==> config.mk <==
export PLATFORM = sky130hd
export DESIGN_NAME = frame_buffer_writer
export DESIGN_NICKNAME = d
export VERILOG_FILES = /design/src/rtl/frame_buffer_writer.sv
export SDC_FILE = /design/constraint.sdc
export NUM_CORES = 1
export LEC_CHECK = 0
export CORE_UTILIZATION = 36
export DETAILED_ROUTE_END_ITERATION = 16
export PLACE_DENSITY = 0.58
export SYNTH_ARGS = -nofsm -noshare
export SYNTH_HDL_FRONTEND = slang
export SYNTH_SLANG_ARGS = --single-unit
==> constraint.sdc <==
create_clock -name iCLK -period 6.3 [get_ports iCLK]
set_input_delay 1.26 -clock iCLK [delete_from_list [all_inputs] [get_ports iCLK]]
set_output_delay 1.26 -clock iCLK [all_outputs]
set_load 0.03 [all_outputs]
==> src/rtl/frame_buffer_writer.sv <==
// Frame buffer writer: decimates a valid/ready pixel stream 2x in each
// direction and issues registered writes into the half-resolution frame
// buffer. The writer checks line length and frame start on the way, and
// frame capture can be switched on or off at each SOF.
module frame_buffer_writer #(
  parameter int IN_W   = 640,
  parameter int IN_H   = 480,
  parameter int ADDR_W = 17,
  parameter int DATA_W = 24
) (
  input  logic              iCLK,
  input  logic              iRST_n,
  input  logic              iValid,
  input  logic [DATA_W-1:0] iData,
  input  logic              iSOF,
  input  logic              iEOL,
  output logic              oReady,
  input  logic              iEnable,
  output logic              oWrEn,
  output logic [ADDR_W-1:0] oWrAddress,
  output logic [DATA_W-1:0] oWrData,
  input  logic              iWrReady,
  output logic              oFrameDone,
  output logic              oLineErr,
  output logic              oFrameErr
);

  localparam int XW = $clog2(IN_W);
  localparam int YW = $clog2(IN_H);

  typedef enum logic [1:0] {
    WAIT_SOF = 2'd0,
    RUN      = 2'd1,
    SKIP     = 2'd2
  } state_t;

  state_t              state_q, state_d;
  logic [XW-1:0]       x_q, x_d;
  logic [YW-1:0]       y_q, y_d;
  logic [ADDR_W-1:0]   lineBase_q, lineBase_d;
  logic                wrEn_q, wrEn_d;
  logic [ADDR_W-1:0]   wrAddr_q, wrAddr_d;
  logic [DATA_W-1:0]   wrData_q, wrData_d;
  logic                frameDone_q, frameDone_d;
  logic                lineErr_q, lineErr_d;
  logic                frameErr_q, frameErr_d;

  // Working copies of the beat's position: a SOF beat is treated as (0,0)
  // of a fresh frame no matter where the counters were.
  state_t              mode;
  logic [XW-1:0]       curX;
  logic [YW-1:0]       curY;
  logic [ADDR_W-1:0]   curBase;
  logic                accept;
  logic                lastPix;
  logic                lineEnd;
  logic                keep;

  // A new beat can enter whenever the output register is free or draining.
  assign oReady = !wrEn_q || iWrReady;

  assign oWrEn      = wrEn_q;
  assign oWrAddress = wrAddr_q;
  assign oWrData    = wrData_q;
  assign oFrameDone = frameDone_q;
  assign oLineErr   = lineErr_q;
  assign oFrameErr  = frameErr_q;

  // Next-state logic: position tracking, decimation, sync checks and write stage.
  always_comb begin
    state_d     = state_q;
    x_d         = x_q;
    y_d         = y_q;
    lineBase_d  = lineBase_q;
    wrEn_d      = wrEn_q && !iWrReady;
    wrAddr_d    = wrAddr_q;
    wrData_d    = wrData_q;
    frameDone_d = 1'b0;
    lineErr_d   = 1'b0;
    frameErr_d  = 1'b0;
    mode        = state_q;
    curX        = x_q;
    curY        = y_q;
    curBase     = lineBase_q;
    accept      = iValid && oReady;
    lastPix     = 1'b0;
    lineEnd     = 1'b0;
    keep        = 1'b0;

    if (accept && (state_q != WAIT_SOF || iSOF)) begin
      if (iSOF) begin
        curX       = '0;
        curY       = '0;
        curBase    = '0;
        mode       = iEnable ? RUN : SKIP;
        frameErr_d = (state_q != WAIT_SOF);
      end

      lastPix   = (curX == XW'(IN_W - 1));
      lineEnd   = iEOL || lastPix;
      lineErr_d = (iEOL != lastPix);
      keep      = (mode == RUN) && !curX[0] && !curY[0];

      if (keep) begin
        wrEn_d   = 1'b1;
        wrAddr_d = curBase + ADDR_W'(curX >> 1);
        wrData_d = iData;
      end

      state_d = mode;
      if (lineEnd) begin
        if (curY == YW'(IN_H - 1)) begin
          frameDone_d = 1'b1;
          state_d     = WAIT_SOF;
          x_d         = '0;
          y_d         = '0;
          lineBase_d  = '0;
        end else begin
          x_d        = '0;
          y_d        = curY + YW'(1);
          lineBase_d = curY[0] ? (curBase + ADDR_W'(IN_W / 2)) : curBase;
        end
      end else begin
        x_d        = curX + XW'(1);
        y_d        = curY;
        lineBase_d = curBase;
      end
    end
  end

  // State and output registers; reset drops any pending write immediately.
  always_ff @(posedge iCLK) begin
    if (!iRST_n) begin
      state_q     <= WAIT_SOF;
      x_q         <= '0;
      y_q         <= '0;
      lineBase_q  <= '0;
      wrEn_q      <= 1'b0;
      wrAddr_q    <= '0;
      wrData_q    <= '0;
      frameDone_q <= 1'b0;
      lineErr_q   <= 1'b0;
      frameErr_q  <= 1'b0;
    end else begin
      state_q     <= state_d;
      x_q         <= x_d;
      y_q         <= y_d;
      lineBase_q  <= lineBase_d;
      wrEn_q      <= wrEn_d;
      wrAddr_q    <= wrAddr_d;
      wrData_q    <= wrData_d;
      frameDone_q <= frameDone_d;
      lineErr_q   <= lineErr_d;
      frameErr_q  <= frameErr_d;
    end
  end

endmodule

# Word-level counts from Yosys, hierarchy flattened
# Cells that the tools add are included.
totals:
  ff_bits: 83
  output_inout_bits: 46
  elab_cells: 55
  inputBits: 31
op_classes:
  n_addsub: 4
  n_eq_ne: 4
  reduce_logical: 17
  n_mux: 20
ops:
  columns: ["op", "count"]
  rows:
  - ["$mux 17", 5]
  - ["$mux 9", 4]
  - ["$mux 10", 3]
  - ["$add 17x9->17", 1]
  - ["$add 17x9->17 const B", 1]
  - ["$add 10x1->10 const B", 1]
  - ["$eq 10x10->1 const B", 1]
  - ["$mux 2", 5]
  - ["$add 9x1->9 const B", 1]
  - ["$eq 9x9->1 const B", 1]
  - ["$reduce_and 3->1", 2]
  - ["$logic_and 1x1->1", 5]
  - ["$logic_not 1->1", 4]
  - ["$reduce_and 2->1", 2]
  - ["$logic_or 1x1->1", 3]
  - ["$mux 1", 3]
  - ["$eq 2x1->1 const B", 1]
  - ["$reduce_bool 2->1", 1]
  - ["$ne 1x1->1", 1]

# Logic depth before layout (Yosys ltp)
# Gate-level depths: netlist (run 1).
depth:
  depth_word: 10
  ltp_mapped: 17
  ltp_nobuf: 12

# Worst setup path before layout (run 1)
# Ideal clock, no wire load.
synth_path:
  kind: "input to register"
  startpoint: "input port iSOF"
  endpoint: "register y_q[7]"
  setup_slack_ns: 1.492
  t_arrival_ns: 4.738
  path_stages: 17
  path_buffers: 5
  required_time_ns: 6.230
  path_cell_list: "clkbuf_1 clkbuf_1 clkbuf_1 clkbuf_1 nor2b_1 ha_1 and3_1 and3_1 nand4_1 ha_1 or3b_1 buf_2 or4_1 clkinv_1 nand3_1 or4_1 a21oi_1"
synth_between:
  elab_chain_cells: 5
  word_cells_on_any_way: 12
  cone_classes: "add/sub: 1; eq/ne: 2; mux: 6; reduce/logical: 3"
synth_lines:
  columns: ["element", "line", "source"]
  rows:
  - ["start: declaration", "15", "input logic iSOF,"]
  - ["$mux 9 or $mux 10 (tied branches)", "91", "if (iSOF) begin"]
  - ["$mux 9 or $mux 10 (tied branches)", "90", "if (accept && (state_q != WAIT_SOF || iSOF)) begin"]
  - ["$add 9x1->9 (tied with other cells)", "120", "y_d = curY + YW'(1);"]
  - ["$mux 9 or $logic_or 1x1->1 (tied branches)", "112, 100", null]
  - ["$mux 9", "111", "if (lineEnd) begin"]
  - ["end signal: assignment", "147", "y_q <= y_d;"]
  - ["end: declaration", "39", "logic [YW-1:0] y_q, y_d;"]
# Several ways; a longest one is shown, not always the timed one. The select of a mux whose other input is x is not followed.
# A chain may end at the register's enable or synchronous reset.

# Worst setup path after layout (run 1)
layout_path:
  startpoint: "input port iSOF"
  endpoint: "register lineBase_q[14]"
layout_between:
  elab_chain_cells: 6
  word_cells_on_any_way: 15
  cone_classes: "add/sub: 1; eq/ne: 2; mux: 9; reduce/logical: 3"
layout_lines:
  columns: ["element", "line", "source"]
  rows:
  - ["$mux 17", "91", null]
  - ["$mux 17", "90", null]
  - ["$add 17x9->17", "121", "lineBase_d = curY[0] ? (curBase + ADDR_W'(IN_W / 2)) : curBase;"]
  - ["$mux 17", "121", null]
  - ["$mux 17", "112", "if (curY == YW'(IN_H - 1)) begin"]
  - ["$mux 17", "111", null]
  - ["end signal: assignment", "148", "lineBase_q <= lineBase_d;"]
  - ["end: declaration", "40", "logic [ADDR_W-1:0] lineBase_q, lineBase_d;"]
# Several ways; a longest one is shown, not always the timed one. The select of a mux whose other input is x is not followed.

==> results.sh, run 1 <==
export IMPL_drc=0
export IMPL_vias=3968
export IMPL_tightest_slew_ns=0.895
export IMPL_powerDensity_nw_per_um2=216
export IMPL_crit_type="in -> reg"
export IMPL_hold_viol_final=0
export IMPL_ys_seq_area_frac=0.398
export IMPL_setup_violations=0
export IMPL_r2r_slack_ns=2.47
export IMPL_finalNetCount=637
export IMPL_hold_class="reg -> reg"
export IMPL_post_route_period_util=0.811
export IMPL_endpoint="lineBase_q[14]$_SDFFE_PN0P_"
export IMPL_crit_path_start="iSOF"
export IMPL_die_area_um2=12000
export IMPL_place_area_um2=5050
export IMPL_cts_tree="built"
export IMPL_setup_tns_ns=0
export IMPL_synth_largest_area_cell="dfxtp_1"
export IMPL_antenna_found_initial=0
export IMPL_cts_sinks=83
export IMPL_cts_buffer_depth=2
export IMPL_cts_hold_buffers=0
export IMPL_fin_cells=738
export IMPL_synth_top_area_frac=0.398
export IMPL_arrival_ns=5.34
export IMPL_max_vdd_ir_drop_v=0.000155
export IMPL_drtIter0Drc=211
export IMPL_post_cts_buffers=0
export IMPL_yosys_area_share_simple=0.278
export IMPL_core_um2=11100
export IMPL_fin_skew_ns=0.00657
export IMPL_ant_nets=0
export IMPL_multiInputGateArea_um2=2360
export IMPL_max_freq_ghz=0.196
export IMPL_cp_start_kind="primary input"
export IMPL_synth_top_family_by_area="simple AND/OR/NAND/NOR gates"
export IMPL_grt_max_degree=51
export IMPL_final_seq_area_um2=1660
export IMPL_design_area_um2=5340
export IMPL_rr_worst_depth=12
export IMPL_die_width_um=110
export IMPL_rows=38
export IMPL_wl_um=11200
export IMPL_regToRegStartpoint="x_q[0]$_SDFFE_PN0P_"
export IMPL_cap_viol_max_count=0
export IMPL_area_growth_pct=28.0
export IMPL_mappedNetlistArea_um2=4170
export IMPL_antenna_cells=0
export IMPL_cp_max_fo=14
export IMPL_grt_pass1_vias=3827
export IMPL_p_total_uw=1150
export IMPL_drv_slew=0
export IMPL_synth_edf_count=0
export IMPL_synth_area_mux_share=0.0144
export IMPL_htreeDepth=3
export IMPL_status="finished clean"
export IMPL_synth_adder_area_share=0.0408
export IMPL_root_buffer="clkbuf_16"
export IMPL_async_flop_share=0
export IMPL_grtUsageTotal=0.196
export IMPL_gp_congestion=0.827
export IMPL_end_kind="register"
export IMPL_hpwl_um=7710
export IMPL_reg2reg_to="lineBase_q[14]$_SDFFE_PN0P_"
export IMPL_synth_main_ff_cell="dfxtp_1"
export IMPL_netlist_cell_type_count=57
export IMPL_holdWs_ns=0.452
export IMPL_yosys_top_cells_count="nand2_1 (86), dfxtp_1 (83), a21oi_1 (66)"
export IMPL_viasPerCell=5.38
export IMPL_start_util=0.377
export IMPL_synthTopCellsByArea="dfxtp_1 (40%), a21oi_1 (7.9%), nand2_1 (7.7%)"
export IMPL_post_drt_wl_per_cell_um=15.2
export IMPL_syn_inst=532
export IMPL_nFillCells=1117
export IMPL_drive_gt1_frac=0.0535
export IMPL_synth_compound_area_frac=0.210
export IMPL_clk_pin_slew_worst_paths_ns=0.06
export IMPL_dr_pass1_iters=4
export IMPL_io_pins=77
export IMPL_rsz0062_at_grt="no"
export IMPL_cts_repair_resized=0
export IMPL_yosysMostFrequentCell="nand2_1"
export IMPL_die_y_um=110
export IMPL_grt_remaining_overflow=0
export IMPL_numCtsBuffers=9
export IMPL_p_leak_uw=0.00187
export IMPL_ys_ff_latch=83
export IMPL_synth_area_per_cell_um2=7.85
export IMPL_cp_required_ns=6.54
export IMPL_syn_num_nets=576
export IMPL_grt_pass1_wl_um=18500
export IMPL_yosys_warnings=0
export IMPL_dp_cells=722
export IMPL_io_buffers=76
export IMPL_clk_latency_ns=0.34
export IMPL_synth_xor_area_share=0.0189
export IMPL_min_period_ns=5.11
export IMPL_maxSlewHeadroom=0.403
-- sequential cells by signal (all words and copies together), names as in the netlist --
name,count
lineBase_q,17
oWrEn,1
oFrameErr,1
oWrData,24
y_q,9
x_q,10
oWrAddress,17
state_q,2
oLineErr,1
oFrameDone,1
-- kinds of logic (layout without fill, tap and decap cells) --
family          count (synthesis)  after routing
simple gates                  229            229
compound gates                148            148
flops                          83             83
buf+inv                        44            110
fa+ha+maj                      13             13
xor+xnor                        9              9
mux                             6              6
-- stage by stage --
| stage | worst slack (ns) | utilization |
|---|---|---|
| 6_report | 1.19 | 0.482 |
| 2_1_floorplan | 1.49 | - |
| 4_1_cts | 1.21 | 0.482 |
| 5_1_grt | 0.923 | 0.482 |
| 3_3_place_gp | 1.14 | 0.456 |
| 3_5_place_dp | 0.877 | 0.456 |
-- where the power goes --
part / leakage [uW] / switching [uW] / internal (uW)
registers: 0.000670 / 5.32 / 533
clock network: 0.000142 / 216 / 289
logic: 0.00106 / 64.8 / 42.9
total: 0.00187 / 287 / 865
-- critical path: stages --
cell and delay [ns]:
clkdlybuf4s50_1 0.68, nor2b_1 0.31, ha_1 0.24, and3_1 0.20, and3_1 0.23, nand4_1 0.11, ha_1 0.37, or3b_1 0.57
nor4b_1 0.77, nand2_1 0.16, mux2i_1 0.17, o21ai_0 0.08, and2_1 0.18
-- final cells by class --
cell class                 instances  area share
clock buffer                      11      0.0473
clock inverter                     5     0.00656
inverter                          11     0.00773
multi-input combinational        405       0.442
sequential                        83       0.311
tap                              140      0.0328
timing repair buffer              83       0.152
-- worst min path at each step --
stage / start / end / slack (ns) / cells after the start
after detailed placement: lineBase_q[0]$_SDFFE_PN0P_ / lineBase_q[0]$_SDFFE_PN0P_ / 0.44 / 1
after CTS: oWrAddress[3]$_SDFFE_PN0P_ / oWrAddress[3]$_SDFFE_PN0P_ / 0.45 / 2
after global placement: lineBase_q[4]$_SDFFE_PN0P_ / lineBase_q[4]$_SDFFE_PN0P_ / 0.44 / 1
after floorplan: lineBase_q[0]$_SDFFE_PN0P_ / lineBase_q[0]$_SDFFE_PN0P_ / 0.42 / 1
final: oWrData[7]$_SDFFE_PN0P_ / oWrData[7]$_SDFFE_PN0P_ / 0.45 / 2
after global routing: lineBase_q[1]$_SDFFE_PN0P_ / lineBase_q[1]$_SDFFE_PN0P_ / 0.47 / 1
-- cell usage in the layout, fill, tap and decap left out, types with 6 or more instances in the layout --
cell type / instances
nand4_1: 7
a21oi_1: 66
nor2_1: 33
dfxtp_1: 83
mux2i_1: 6
inv_1: 9
o21ai_0: 32
and2_1: 11
ha_1: 12
and3_1: 6
nand2_1: 86
nor2b_1: 25
clkdlybuf4s50_1: 76
buf_4: 7
nand3_1: 14
clkbuf_16: 9
a211oi_1: 6
-- layer usage --
metal  share of wire  vias up  track usage
met4           0.011        0       0.0619
met1            0.48     1865        0.254
met5               0        -            0
met3           0.038       10       0.0373
li1                -     2016            -
met2            0.47       77        0.328
Note: power is estimated with default switching activity, not from simulation.
==> inputs of run 2 (changes only) <==
Settings changed: PLACE_DENSITY 0.58 to 0.6.
Clock period 6.3 ns to 4.1 ns, I/O delays scaled along.
==> run 2 against run 1 <==
Combinational power rose by 60%; setup slack worse by 0.84 ns; wire length rose by 5.2%; register-to-register slack got worse by 1.6 ns; first-iteration DRC count increased by 22%; non-clock buffer count up 18; count of clock-buffer cells in the layout increased by 2; sequential power grew 54%; sequential share of layout area shrank 0.96 points; utilization up 1.5 points; design area is 3.2% higher; cell count grew 2.4%; critical path type unchanged.
==> results.sh, run 2 (synthesized netlist as in run 1, its figures left out) <==
export IMPL_reg2reg_to="y_q[7]$_SDFFE_PN0P_"
export IMPL_max_vdd_ir_drop_v=0.000155
export IMPL_holdWs_ns=0.455
export IMPL_fin_cells=756
export IMPL_post_route_period_util=0.915
export IMPL_cap_viol_max_count=0
export IMPL_final_seq_area_um2=1660
export IMPL_setup_violations=0
export IMPL_grt_remaining_overflow=0
export IMPL_powerDensity_nw_per_um2=327
export IMPL_io_pins=77
export IMPL_antenna_cells=0
export IMPL_gp_congestion=0.802
export IMPL_core_um2=11100
export IMPL_layout_commonest_cell="nand2_1"
export IMPL_regToRegStartpoint="x_q[0]$_SDFFE_PN0P_"
export IMPL_max_freq_ghz=0.267
export IMPL_cp_max_fo=4
export IMPL_hold_depth=2
export IMPL_rows=38
export IMPL_hpwl_um=8450
export IMPL_viasPerCell=5.45
export IMPL_htreeDepth=3
export IMPL_final_util=0.498
export IMPL_cts_sinks=83
export IMPL_post_cts_buffers=0
export IMPL_r2r_slack_ns=0.87
export IMPL_worst_slack_ns=0.348
export IMPL_layout_common_cells="nand2_1 (86), dfxtp_1 (83), clkdlybuf4s50_1 (76), a21oi_1 (66), nor2_1 (33)"
export IMPL_maxSlewHeadroom=0.505
export IMPL_cts_tree="built"
export IMPL_clk_latency_ns=0.34
export IMPL_die_area_um2=12000
export IMPL_ant_nets=0
export IMPL_io_buffers=76
export IMPL_dr_pass1_iters=5
export IMPL_rsz0062_at_grt="no"
export IMPL_p_leak_uw=0.00195
export IMPL_tightest_slew_ns=0.742
export IMPL_setup_tns_ns=0
export IMPL_grt_max_degree=45
export IMPL_worstPathCellList="clkdlybuf4s50_1 > nor2b_1 > ha_2 > and3_4 > and3_4 > nand4_1 > ha_2 > or3b_1 > or4_1 > clkinv_1 > nand3_1 > or4_1 > a21oi_1"
export IMPL_root_buffer="clkbuf_16"
export IMPL_post_drt_wl_per_cell_um=15.6
export IMPL_clk_pin_slew_worst_paths_ns=0.06
export IMPL_finalNetCount=655
export IMPL_grt_pass1_wl_um=19100
export IMPL_dp_cells=740
export IMPL_wl_um=11800
export IMPL_slowest_stage="or4_1"
export IMPL_slowest_delay_ns=0.53
export IMPL_crit_type="in -> reg"
export IMPL_multiInputGateArea_um2=2390
export IMPL_cts_hold_buffers=0
export IMPL_min_from="oWrData[4]$_SDFFE_PN0P_"
export IMPL_cts_repair_resized=0
export IMPL_dp_slack_ns=0.0209
export IMPL_hold_end="oWrData[4]$_SDFFE_PN0P_"
export IMPL_antenna_found_initial=0
export IMPL_drtIter0Drc=258
export IMPL_drive_gt1_frac=0.0893
export IMPL_area_growth_pct=32.1
export IMPL_end_kind="register"
export IMPL_die_y_um=110
export IMPL_fin_skew_ns=0.00744
export IMPL_largest_register_ffs=24
export IMPL_vias=4120
export IMPL_numCtsBuffers=9
export IMPL_cts_buffer_depth=2
export IMPL_hold_class="reg -> reg"
export IMPL_grt_pass1_vias=3887
export IMPL_start_util=0.377
export IMPL_status="finished clean"
export IMPL_cp_required_ns=4.37
export IMPL_min_period_ns=3.75
export IMPL_cp_start_kind="primary input"
export IMPL_drv_slew=0
export IMPL_die_width_um=110
export IMPL_arrival_ns=4.03
export IMPL_drc=0
export IMPL_rr_worst_depth=12
export IMPL_hold_viol_final=0
export IMPL_grtUsageTotal=0.205
export IMPL_nFillCells=1079
-- run 2: changes by cell type in the layout (fill, tap and decap cells not counted), sizes merged --
cell | previous run | this run
buf | 7 | 25
clkbuf | 11 | 13
clkinv | 4 | 2
clkinvlp | 1 | 2
inv | 11 | 10
-- run 2: where the power goes --
part / switching (uW) / internal, uW
clock network: 327 / 476
logic: 103 / 70.4
registers: 8.39 / 819
-- run 2: worst max path at each step --
stage | startpoint | to | slack (ns)
finish | iSOF | y_q[7]$_SDFFE_PN0P_ | 0.35
global route | iSOF | y_q[7]$_SDFFE_PN0P_ | 0.14
CTS | iSOF | y_q[7]$_SDFFE_PN0P_ | 0.35
detailed placement | iSOF | y_q[7]$_SDFFE_PN0P_ | 0.02
global placement | iSOF | y_q[7]$_SDFFE_PN0P_ | 0.11
floorplan | iSOF | y_q[7]$_SDFFE_PN0P_ | 0.02
-- run 2: metrics by stage --
step / area [um^2] / total power [uW]
after CTS: 5510 / 1820
after global routing: 5510 / 1870
after floorplan: 4230 / 937
final: 5510 / 1800
after detailed placement: 5210 / 1020
after global placement: 5210 / 1020
-- run 2: area by class of cell --
class / count / share of cell area
multi-input cells: 405 / 0.433
flip-flops and latches: 83 / 0.301
repair buffers: 101 / 0.172
clock buffers: 13 / 0.0508
well taps: 140 / 0.0318
inverters: 11 / 0.00749
clock inverters: 3 / 0.00363
-- run 2: critical path: cells and delay by family --
family,cells,cell delay [ns]
AOI/OAI and AO/OA,1,0.14
and+or+nand+nor,8,2.05
adders and majority gates,2,0.40
buffers and inverters,2,0.62
-- run 2: layer usage --
layer,GRT usage,part of all wire,up-vias
met5,0,0,-
met4,0.0895,0.019,0
met3,0.0308,0.048,21
met2,0.338,0.47,102
met1,0.265,0.46,1949
li1,-,-,2048
==> inputs of run 3 (changes only) <==
Settings changed: CORE_ASPECT_RATIO set to 1.4.
==> run 3 against run 2 <==
First-iteration DRC count decreased by 34%; wire length decreased by 7.4%; non-clock buffer count increased by 2; largest power group unchanged; global-route usage decreased by 1.6 points; worst hold slack got worse by 0.0069 ns; total power decreased by 1.8%; register-to-register slack improved by 0.04 ns.
==> results.sh, run 3 (synthesized netlist as in run 1, its figures left out) <==
export IMPL_setup_violations=0
export IMPL_crit_buf_inv=2
export IMPL_hold_viol_final=0
export IMPL_grtUsageTotal=0.189
export IMPL_cp_top_family="simple AND/OR/NAND/NOR gates"
export IMPL_vias=4062
export IMPL_maxSlewHeadroom=0.460
export IMPL_grt_remaining_overflow=0
export IMPL_p_leak_uw=0.00196
export IMPL_p_sw_uw=421
export IMPL_tightest_slew_ns=0.809
export IMPL_crit_type="in -> reg"
export IMPL_hold_depth=2
export IMPL_area_growth_pct=32.3
export IMPL_switching_share=0.238
export IMPL_htreeDepth=3
export IMPL_status="finished clean"
export IMPL_drv_slew=0
export IMPL_layout_commonest_cell="nand2_1"
export IMPL_cts_buffer_depth=2
export IMPL_reg2reg_to="y_q[7]$_SDFFE_PN0P_"
export IMPL_grt_pass1_vias=3927
export IMPL_clk_latency_ns=0.33
export IMPL_io_pins=77
export IMPL_worstPathCellList="clkdlybuf4s50_1 > nor2b_1 > ha_2 > and3_4 > and3_4 > nand4_1 > ha_2 > or3b_1 > or4_1 > clkinv_1 > nand3_1 > or4_1 > a21oi_1"
export IMPL_grt_pass1_wl_um=18200
export IMPL_rr_worst_depth=12
export IMPL_wl_um=10900
export IMPL_antenna_cells=0
export IMPL_rsz0062_at_grt="no"
export IMPL_die_area_um2=12000
export IMPL_cp_start_kind="primary input"
export IMPL_drive_gt1_frac=0.0906
export IMPL_max_vdd_ir_drop_v=0.000171
export IMPL_internal_power_uw=1350
export IMPL_setup_tns_ns=0
export IMPL_cap_viol_max_count=0
export IMPL_holdWs_ns=0.448
export IMPL_largest_register_ffs=24
export IMPL_post_route_period_util=0.910
export IMPL_hold_class="reg -> reg"
export IMPL_antenna_found_initial=0
export IMPL_start_util=0.368
export IMPL_cp_max_fo=5
export IMPL_min_from="oWrAddress[6]$_SDFFE_PN0P_"
export IMPL_die_width_um=93.0
export IMPL_r2r_slack_ns=0.91
export IMPL_slowest_stage="or4_1"
export IMPL_rows=46
export IMPL_regToRegStartpoint="x_q[0]$_SDFFE_PN0P_"
export IMPL_drc=0
export IMPL_numCtsBuffers=9
export IMPL_post_cts_buffers=0
export IMPL_fin_skew_ns=0.00740
export IMPL_gp_congestion=0.873
export IMPL_end_kind="register"
export IMPL_ant_nets=0
export IMPL_arrival_ns=3.99
export IMPL_cts_hold_buffers=0
export IMPL_hold_end="oWrAddress[6]$_SDFFE_PN0P_"
export IMPL_die_y_um=129
export IMPL_slowest_delay_ns=0.51
export IMPL_post_drt_wl_per_cell_um=14.4
export IMPL_dr_pass1_iters=4
export IMPL_root_buffer="clkbuf_16"
export IMPL_viasPerCell=5.33
export IMPL_cts_sinks=83
export IMPL_io_buffers=76
export IMPL_layout_common_cells="nand2_1 (86), dfxtp_1 (83), clkdlybuf4s50_1 (76), a21oi_1 (66), nor2_1 (33)"
export IMPL_p_total_uw=1770
export IMPL_max_freq_ghz=0.268
export IMPL_cts_repair_resized=0
export IMPL_powerDensity_nw_per_um2=321
export IMPL_drtIter0Drc=170
export IMPL_clkPwrFrac=0.436
export IMPL_core_um2=11300
export IMPL_cp_required_ns=4.36
export IMPL_grt_max_degree=45
export IMPL_p_comb_frac=0.097
export IMPL_finalNetCount=657
export IMPL_hpwl_um=7930
export IMPL_cts_tree="built"
export IMPL_min_period_ns=3.73
export IMPL_pwr_share_seq=0.467
export IMPL_clk_pin_slew_worst_paths_ns=0.06
==> run 3: worst max-delay path by stage <==
stage | from | to | depth (start not counted)
CTS | iSOF | y_q[7]$_SDFFE_PN0P_ | 13
global route | iSOF | y_q[7]$_SDFFE_PN0P_ | 13
floorplan | iSOF | y_q[7]$_SDFFE_PN0P_ | 17
finish | iSOF | y_q[7]$_SDFFE_PN0P_ | 13
global placement | iSOF | y_q[7]$_SDFFE_PN0P_ | 13
detailed placement | iSOF | y_q[7]$_SDFFE_PN0P_ | 13
==> run 3: area by class of cell <==
type | count | area (um^2)
clock buffer | 13 | 270
clock inverter | 3 | 21.3
fill | 1117 | 5810
inverter | 11 | 41.3
multi-input combinational | 405 | 2390
sequential | 83 | 1660
tap | 144 | 180
timing repair buffer | 103 | 963
==> run 3: metrics by stage <==
| step | util | area [um^2] | worst slack, ns | cells |
|---|---|---|---|---|
| finish | 0.487 | 5520 | 0.368 | 762 |
| global placement | 0.461 | 5230 | 0.0607 | 746 |
| CTS | 0.487 | 5520 | 0.361 | 762 |
| floorplan | - | 4230 | 0.0167 | 532 |
| detailed placement | 0.461 | 5230 | 0.00606 | 746 |
| global route | 0.487 | 5520 | 0.193 | 762 |
==> run 3: layer usage <==
| metal | GRT usage | share of wire | up-vias |
|---|---|---|---|
| met4 | 0.0833 | 0.029 | 0 |
| li1 | - | - | 2052 |
| met5 | 0 | 0 | - |
| met1 | 0.221 | 0.44 | 1871 |
| met2 | 0.333 | 0.49 | 116 |
| met3 | 0.0393 | 0.045 | 23 |
==> run 3: tightest hold or removal path, stage by stage, from the launching register on <==
cell,delay (ns)
dfxtp_1,0.30
nand2_1,0.05
a21oi_1,0.05
==> run 3: power by group through the flow <==
stage / clock, uW / combinational (uW) / sequential [uW]
3_5_place_dp: 0 / 172 / 845
3_3_place_gp: 0 / 171 / 844
6_report: 772 / 172 / 827
4_1_cts: 797 / 173 / 827
5_1_grt: 831 / 186 / 828
2_1_floorplan: 0 / 74.5 / 862
